===== src/rtl/lzc_expand32.sv =====
// lzc_expand32: rebuilds a 32-bit word from a leading-zero count and 16-bit mantissa via a coarse/fine shifter
module lzc_expand32 #(
    parameter int W  = 32,
    parameter int MW = 16,
    parameter int CW = 6
) (
    input  logic          clk,
    input  logic          rst_n,
    input  logic          in_valid,
    output logic          in_ready,
    input  logic [CW-1:0] in_lz,
    input  logic [MW-1:0] in_mant,
    output logic          out_valid,
    input  logic          out_ready,
    output logic [W-1:0]  out_data,
    output logic          out_err
);
    typedef enum logic [1:0] {IDLE, SHIFT, DONE} state_t;
    state_t        state_q, state_d;
    logic [W-1:0]  acc_q, acc_d;
    logic [CW-1:0] rem_q, rem_d;
    logic          err_q, err_d;
    logic          coarse;
    assign coarse    = rem_q >= CW'(8);
    assign in_ready  = state_q == IDLE;
    assign out_valid = state_q == DONE;
    assign out_data  = acc_q;
    assign out_err   = err_q;
    always_comb begin
        state_d = state_q;
        acc_d   = acc_q;
        rem_d   = rem_q;
        err_d   = err_q;
        if (state_q == IDLE && in_valid) begin
            acc_d   = {in_mant, {(W-MW){1'b0}}};
            rem_d   = in_lz > CW'(W) ? CW'(W) : in_lz;
            err_d   = in_lz > CW'(W);
            state_d = SHIFT;
        end else if (state_q == SHIFT) begin
            // 8-bit steps until fewer than 8 remain, then one fine step (even for 0)
            acc_d   = coarse ? acc_q >> 8 : acc_q >> rem_q;
            rem_d   = coarse ? rem_q - CW'(8) : '0;
            state_d = coarse ? SHIFT : DONE;
        end else if (state_q == DONE && out_ready) begin
            state_d = IDLE;
        end
    end
    always_ff @(posedge clk or negedge rst_n) begin
        if (!rst_n) begin
            state_q <= IDLE;
            acc_q   <= '0;
            rem_q   <= '0;
            err_q   <= 1'b0;
        end else begin
            state_q <= state_d;
            acc_q   <= acc_d;
            rem_q   <= rem_d;
            err_q   <= err_d;
        end
    end
endmodule

===== config.mk =====
export PLATFORM = sky130hd
export DESIGN_NAME = lzc_expand32
export DESIGN_NICKNAME = d
export VERILOG_FILES = /design/src/rtl/lzc_expand32.sv
export SDC_FILE = /design/constraint.sdc
export NUM_CORES = 1
export LEC_CHECK = 0
export CAP_MARGIN = 20
export CORE_MARGIN = 3
export CORE_UTILIZATION = 58
export CTS_CLUSTER_DIAMETER = 200
export CTS_CLUSTER_SIZE = 12
export DETAILED_ROUTE_END_ITERATION = 7
export PLACE_DENSITY = 0.87
export REMOVE_ABC_BUFFERS = 1
export SLEW_MARGIN = 20
export SYNTH_ARGS = -nofsm -noshare
export SYNTH_HDL_FRONTEND = slang
export SYNTH_SLANG_ARGS = --single-unit

===== constraint.sdc =====
create_clock -name clk -period 3.79 [get_ports clk]
set_input_delay 0.758 -clock clk [delete_from_list [all_inputs] [get_ports clk]]
set_output_delay 0.758 -clock clk [all_outputs]
set_load 0.03 [all_outputs]

==> summary.md, run 1 <==
| Metric | Value |
|---|---|
| Status | `completed` |
| Internal | `0.691 mW` |
| Logic pwr share | `0.215` |
| Port bufs | `60` |
| Synthesized area | `3360 sq um` |
| Final setup fails | `0` |
| IO Pins | `61` |
| M2 GR Usage | `0.532` |
| Top_reg_cell synth | `dfrtp_1` |
| Crit path required time | `3.97 ns` |
| Max Clock Freq | `348 MHz` |
| Nets | `442` |
| Final Max Tran Viols | `0` |
| Worst setup SP type | `primary input` |
| Vias in the first global route | `3212` |
| Cells after DPL | `480` |
| Die Height | `82.1 microns` |
| Post-DR vias/cell | `6.96` |
| Via count | `3396` |
| Final TNS setup | `0 ns` |
| Worst R2R Setup Slack | `1.23 ns` |
| Max cap viols | `0` |
| First-pass GRT wire length | `16700 microns` |
| Antenna-violating nets left | `0` |
| Synth area leader | `dfrtp_1` |
| Clk Latency, worst-skew pair | `0.30 ns` |
| Power Density | `256 nW/um^2` |
| Number of synthesized flops with an enable pin | `0` |
| PnR Total Power | `1.02 mW` |
| Setup repair bufs after CTS | `0` |
| Drt pass-1 iters | `5` |
| Post-CTS sizing | `0` |
| Switching share of power | `0.325` |
| Seq pwr share | `0.481` |
| Number of diodes | `0` |
| GRT met3 Usage | `0.0531` |
| Post-cts hold buffer count | `0` |
| Residual DRC | `0` |
| Hold Vio Cnt, Final | `0` |
| Clock power frac | `0.304` |
| CTS Buf Count | `5` |
| Critical path peak fanout | `15` |
| CTS tree | `yes` |
| Final std cells w/o fill | `488` |
| Hold EP | `out_data[2]` |
| Die Area | `6740 sq um` |
| VDD IR max | `135 uV` |
| Largest net degree at the start of global routing | `45` |
| Min Tclk post-route | `2.87 ns` |
| Chip width | `82.1 microns` |
| Global placer's final weighted congestion | `0.928` |
| Dpl hpwl | `7350 microns` |
| DR WL/cell | `21.2 microns` |
| Depth of the worst hold-timing path | `2` |
| Mux cell area share after synthesis | `0.235` |
| Synth top area share | `0.306` |
| Area grow syn2layout | `19.2%` |
| Period utilization | `0.758` |
| Leakage Power | `1.51 nW` |
| Syn_area_per_cell | `9.05 sq um` |
| Slew margin rel. | `0.270` |
| Critical R2R Capture | `out_data[21]` |
| Number of DRC markers in iteration 0 | `529` |
| Async SR Flop Fraction | `1.00` |
| Sw power | `0.333 mW` |
| Synthesized flop and latch total | `41` |
| Arr. time, crit path | `3.05 ns` |
| Hold Startpoint | `out_data[2]` |
| Syn Inst Count | `371` |
| Deepest clock path buffer count | `2` |
| Busiest grt layer | `met2` |
| Synth area leaders | `dfrtp_1 31%, mux2_2 8.4%, mux2i_1 7.7%, mux4_2 7.4%, o21ai_0 5.1%` |
| Synth Area in Simple Gates | `0.161` |
| Post-Synth Adder-Cell Area | `0.00373` |
| RSZ-0062 raised after global routing | `false` |
| Worst-path clk slew | `0.09 ns` |
| Remaining global-route overflow | `0` |
| Register area share after synthesis | `0.306` |
| Xor/xnor share of the synthesized area | `0` |
| Synth cell types | `55` |
| Global-route usage over all layers | `0.327` |
| Least-Margin Pin Slew | `1.09 ns` |
| Worst r2r src | `rem_q[0]` |
| Synth Area in Compound Gates | `0.230` |
| Row Count | `27` |
| Clk sink count | `41` |
| Final wirelength | `10300 microns` |
| CORE AREA | `5540 sq um` |
| Worst setup EP type | `flip-flop` |
| Post-route clock skew | `0.00796 ns` |
| Initial Util | `0.606` |
| Main combinational cell family by area after synthesis | `multiplexers` |
| YS warnings | `0` |
| Initial antenna violation count | `0` |
| Worst reg-to-reg path cell count | `5` |
| H-tree depth | `2` |
| Fraction of layout cells with a size suffix above 1 | `0.147` |
| Clk Tree Root Cell | `clkbuf_8` |
| Crit Path Category | `in2reg` |
| Routing usage on met1 | `0.441` |
| Worst Hold Class | `reg2reg` |
sequential cells by signal, indices dropped and copies added, names as in the netlist:
| register | count |
|---|---|
| rem_q | 6 |
| state_q | 2 |
| out_data | 32 |
| out_err | 1 |
layer usage:
metal	vias to the layer above	routed length (microns)
li1	1487	-
met3	34	914
met2	230	4920
met4	0	298
met1	1645	4210
met5	-	0
power groups by stage:
stage	Combinational (mW)	Sequential (mW)	Clock (mW)
floorplan	0.104	0.512	0
detailed placement	0.217	0.499	0
finish	0.220	0.493	0.311
global route	0.237	0.495	0.338
CTS	0.218	0.491	0.318
global placement	0.213	0.499	0
cell families (layout without fill, tap and decap cells):
kind of cell,count (synthesis),in the layout
AO/OA/AOI/OAI,119,119
AND/OR/NAND/NOR,110,110
multiplexers,62,62
flip-flops,41,41
buffers and inverters,38,83
adder cells (fa/ha/maj),1,1
layout make-up:
| type | instances | area [sq um] |
|---|---|---|
| flip-flops and latches | 41 | 1030 |
| fillers | 435 | 1540 |
| repair buffers | 66 | 641 |
| clock inverters | 3 | 25.0 |
| clock buffers | 5 | 68.8 |
| multi-input cells | 292 | 2120 |
| inverters | 9 | 33.8 |
| well taps | 72 | 90.1 |
metrics by stage:
stage               area, sq um  utilization  hold slack (ns)  setup WS, ns
floorplan                  3180            -            0.462          1.23
global placement           3910        0.706            0.485         0.822
detailed placement         3910        0.706            0.530         0.703
CTS                        4000        0.722            0.550          1.03
global route               4000        0.722            0.577         0.852
finish                     4000        0.722            0.545         0.917
synthesized netlist by cell type, types with 5 or more instances:
| master | n |
|---|---|
| nor2b_1 | 10 |
| clkbuf_1 | 11 |
| a221o_1 | 5 |
| mux4_2 | 11 |
| inv_1 | 9 |
| a21oi_1 | 27 |
| dfrtp_1 | 41 |
| nor4_1 | 6 |
| o22ai_1 | 11 |
| nand2_1 | 29 |
| mux2_2 | 25 |
| buf_2 | 9 |
| o21ai_1 | 5 |
| nand2b_1 | 5 |
| o21ai_0 | 34 |
| mux2i_1 | 26 |
| a22o_1 | 7 |
| nor3_1 | 5 |
| nor2_1 | 35 |
critical path: stages:
cell and delay (ns):
clkdlybuf4s50_1 0.69, nor3b_2 0.56, nor2_1 0.40, a2111oi_0 0.56, nor2_1 0.08
layout by cell type, fill, tap and decap left out, types with 2 or more instances in the layout:
| cell | instances |
|---|---|
| a2111oi_0 | 3 |
| nor2b_1 | 10 |
| inv_1 | 9 |
| nand2_1 | 29 |
| mux4_2 | 11 |
| a31oi_1 | 2 |
| mux2i_1 | 26 |
| mux2_2 | 25 |
| nand3_1 | 4 |
| or3_1 | 2 |
| a22oi_1 | 2 |
| a221o_1 | 5 |
| o22ai_1 | 11 |
| a221oi_1 | 3 |
| a211o_1 | 2 |
| nor3_1 | 5 |
| inv_6 | 2 |
| nor4_1 | 6 |
| o21ai_0 | 34 |
| a211oi_1 | 4 |
| buf_4 | 6 |
| a22o_1 | 7 |
| and3_1 | 3 |
| nor2_1 | 35 |
| clkdlybuf4s50_1 | 59 |
| o31ai_1 | 2 |
| nand2b_1 | 5 |
| dfrtp_1 | 40 |
| o21ai_1 | 5 |
| clkbuf_8 | 5 |
| and2_1 | 2 |
| a21oi_1 | 27 |
worst max-delay path by stage:
stage          startpoint           end  slack [ns]  depth (start not counted)
2_1_floorplan    rem_q[0]  out_data[14]        1.23                          5
3_3_place_gp     in_valid  out_data[21]        0.82                          5
3_5_place_dp     in_valid  out_data[21]        0.70                          5
4_1_cts          in_valid  out_data[21]        1.03                          5
5_1_grt          in_valid  out_data[21]        0.85                          5
6_report         in_valid  out_data[21]        0.92                          5
No activity file was read; power rests on OpenSTA's default activity.
==> run 2, diff against run 1 <==
Settings changed: CORE_UTILIZATION 58 to 48, PLACE_DENSITY 0.87 to 0.77.
Clock period 3.79 ns to 2.45 ns, I/O delays scaled along.
==> run 2 against run 1 <==
Critical path depth is 2 lower; via count is 1.9% lower; global-route usage down 6.1 points; sequential share of layout area down 0.80 points; non-clock buffer count rose by 9; total power is 66% higher.
==> summary.md, run 2 (synthesized netlist as in run 1, its figures left out) <==
| Metric | Value |
|---|---|
| Most frequent cells in the layout | `59 x clkdlybuf4s50_1, 39 x dfrtp_1, 35 x nor2_1, 34 x o21ai_0, 29 x nand2_1 (was 59 x clkdlybuf4s50_1, 40 x dfrtp_1, 35 x nor2_1, 34 x o21ai_0, 29 x nand2_1)` |
| M2 GR Usage | `0.416 (was 0.532)` |
| Final setup fails | `0 (unchanged)` |
| Post-route clock skew | `0.00901 ns (was 0.00796 ns)` |
| CTS tree | `yes (unchanged)` |
| Max Clock Freq | `445 MHz` |
| Final wirelength | `10100 microns (was 10300 microns)` |
| Min Tclk post-route | `2.25 ns` |
| Pre-CTS setup slack | `0.0907 ns (was 0.703 ns)` |
| Worst-path clk slew | `0.09 ns (about the same)` |
| Clk Tree Root Cell | `clkbuf_8 (unchanged)` |
| Worst setup SP type | `flip-flop (was primary input)` |
| Power Density | `412 nW/um^2 (was 256 nW/um^2)` |
| RSZ-0062 raised after global routing | `false (unchanged)` |
| Number of DRC markers in iteration 0 | `389 (was 529)` |
| Fill cell count | `589 (was 435)` |
| Initial Util | `0.511 (was 0.606)` |
| Post-cts hold buffer count | `0 (unchanged)` |
| Slew margin rel. | `0.273 (was 0.270)` |
| Least-Margin Pin Slew | `1.09 ns (about the same)` |
| H-tree depth | `2 (unchanged)` |
| Dpl cell area | `4020 sq um (was 3910 sq um)` |
| PnR worst setup slack | `0.204 ns (was 0.917 ns)` |
| Multi-input logic area | `2120 sq um (unchanged)` |
| Crit path capture | `out_valid (was out_data[21])` |
| PnR Total Power | `1.70 mW (was 1.02 mW)` |
| Global-route usage over all layers | `0.266 (was 0.327)` |
| Dpl hpwl | `7280 microns (was 7350 microns)` |
| Max cap viols | `0 (unchanged)` |
| Post-DR vias/cell | `6.43 (was 6.96)` |
| First-pass GRT wire length | `16500 microns (was 16700 microns)` |
| Antenna-violating nets left | `0 (unchanged)` |
| Clk Latency, worst-skew pair | `0.31 ns (was 0.30 ns)` |
| CTS Buf Count | `5 (unchanged)` |
| Hold Vio Cnt, Final | `0 (unchanged)` |
| Drt pass-1 iters | `5 (unchanged)` |
| Remaining global-route overflow | `0 (unchanged)` |
| Number of diodes | `0 (unchanged)` |
| Final Max Tran Viols | `0 (unchanged)` |
| Crit Path Category | `reg2out (was in2reg)` |
| Via count | `3332 (was 3396)` |
| Critical R2R Capture | `rem_q[3] (was out_data[21])` |
| Worst reg-to-reg path cell count | `4 (was 5)` |
| Clk sink count | `41 (unchanged)` |
| VDD IR max | `246 uV (was 135 uV)` |
| Die Height | `89.6 microns (was 82.1 microns)` |
| Residual DRC | `0 (unchanged)` |
| Vias in the first global route | `3229 (was 3212)` |
| Final Cell Area | `4140 sq um (was 4000 sq um)` |
| Row Count | `29 (was 27)` |
| Area grow syn2layout | `23.2% (was 19.2%)` |
| Critical path peak fanout | `14 (was 15)` |
| Worst R2R Setup Slack | `0.34 ns (was 1.23 ns)` |
| DR WL/cell | `19.4 microns (was 21.2 microns)` |
| Routing usage on met1 | `0.372 (was 0.441)` |
| Nets | `451 (was 442)` |
| Worst setup EP type | `output pin (was flip-flop)` |
| IO Pins | `61 (unchanged)` |
| Fraction of layout cells with a size suffix above 1 | `0.167 (was 0.147)` |
| Deepest clock path buffer count | `2 (unchanged)` |
| Critical Path Start | `state_q[1] (was in_valid)` |
| Port bufs | `60 (unchanged)` |
| Worst Hold Class | `in2async (was reg2reg)` |
| Period utilization | `0.917` |
| Busiest grt layer | `met2 (unchanged)` |
| Largest net degree at the start of global routing | `27 (was 45)` |
| CORE AREA | `6570 sq um (was 5540 sq um)` |
| Most common cell after layout, fill and taps aside | `clkdlybuf4s50_1 (unchanged)` |
| Chip width | `89.6 microns (was 82.1 microns)` |
| Register area | `1030 sq um (about the same)` |
| Die Area | `8040 sq um (was 6740 sq um)` |
| Worst r2r src | `state_q[0] (was rem_q[0])` |
| Global placer's final weighted congestion | `0.982 (was 0.928)` |
| Arr. time, crit path | `1.76 ns (was 3.05 ns)` |
| GRT met3 Usage | `0.0447 (was 0.0531)` |
| Status | `completed (unchanged)` |
| Leakage Power | `1.57 nW (was 1.51 nW)` |
| Crit path required time | `1.96 ns (was 3.97 ns)` |
| Initial antenna violation count | `0 (unchanged)` |
| Largest register FFs | `32 (unchanged)` |
run 2: per-layer routing:
layer | routed length, microns | vias to the layer above
li1 | - | 1501
met1 | 4460 | 1635
met2 | 4680 | 171
met3 | 739 | 25
met4 | 190 | 0
met5 | 0 | -
run 2: how the worst min path moves through the flow:
| stage | start | endpoint |
|---|---|---|
| floorplan | rst_n | out_data[0] |
| global placement | out_err | out_err |
| detailed placement | out_err | out_err |
| CTS | rst_n | out_data[30] |
| global route | rst_n | out_data[30] |
| finish | rst_n | out_data[30] |
run 2: area by class of cell:
type / count / share of cell area
clock buffers: 6 / 0.0200
well taps: 93 / 0.0281
flip-flops and latches: 41 / 0.249
repair buffers: 75 / 0.174
clock inverters: 2 / 0.00907
multi-input cells: 292 / 0.512
inverters: 9 / 0.00817
run 2: repair_timing:
action / in CTS / in global routing
endpoints found under the setup margin: 0 / 1
setup buffers: 0 / 0
resized for setup: 0 / 1
run 2: metrics by stage:
step / std cells / utilization / TNS (ns) / hold slack [ns]
floorplan: 342 / - / -0.793 / 0.194
global placement: 510 / 0.611 / 0 / 0.462
detailed placement: 510 / 0.611 / 0 / 0.469
CTS: 518 / 0.630 / 0 / 0.188
global route: 518 / 0.630 / 0 / 0.211
finish: 518 / 0.630 / 0 / 0.165
run 2: where the power goes:
part           leakage [nW]  internal, mW  total, mW  switching, mW
registers             0.525         0.697      0.747         0.0493
clock network        0.0574         0.332      0.596          0.264
logic                 0.986         0.171      0.361          0.190
run 2: critical path: stages, from the launching register on:
cell and delay (ns):
dfrtp_2 0.52, inv_1 0.15, nor2_1 0.10, clkdlybuf4s50_1 0.68
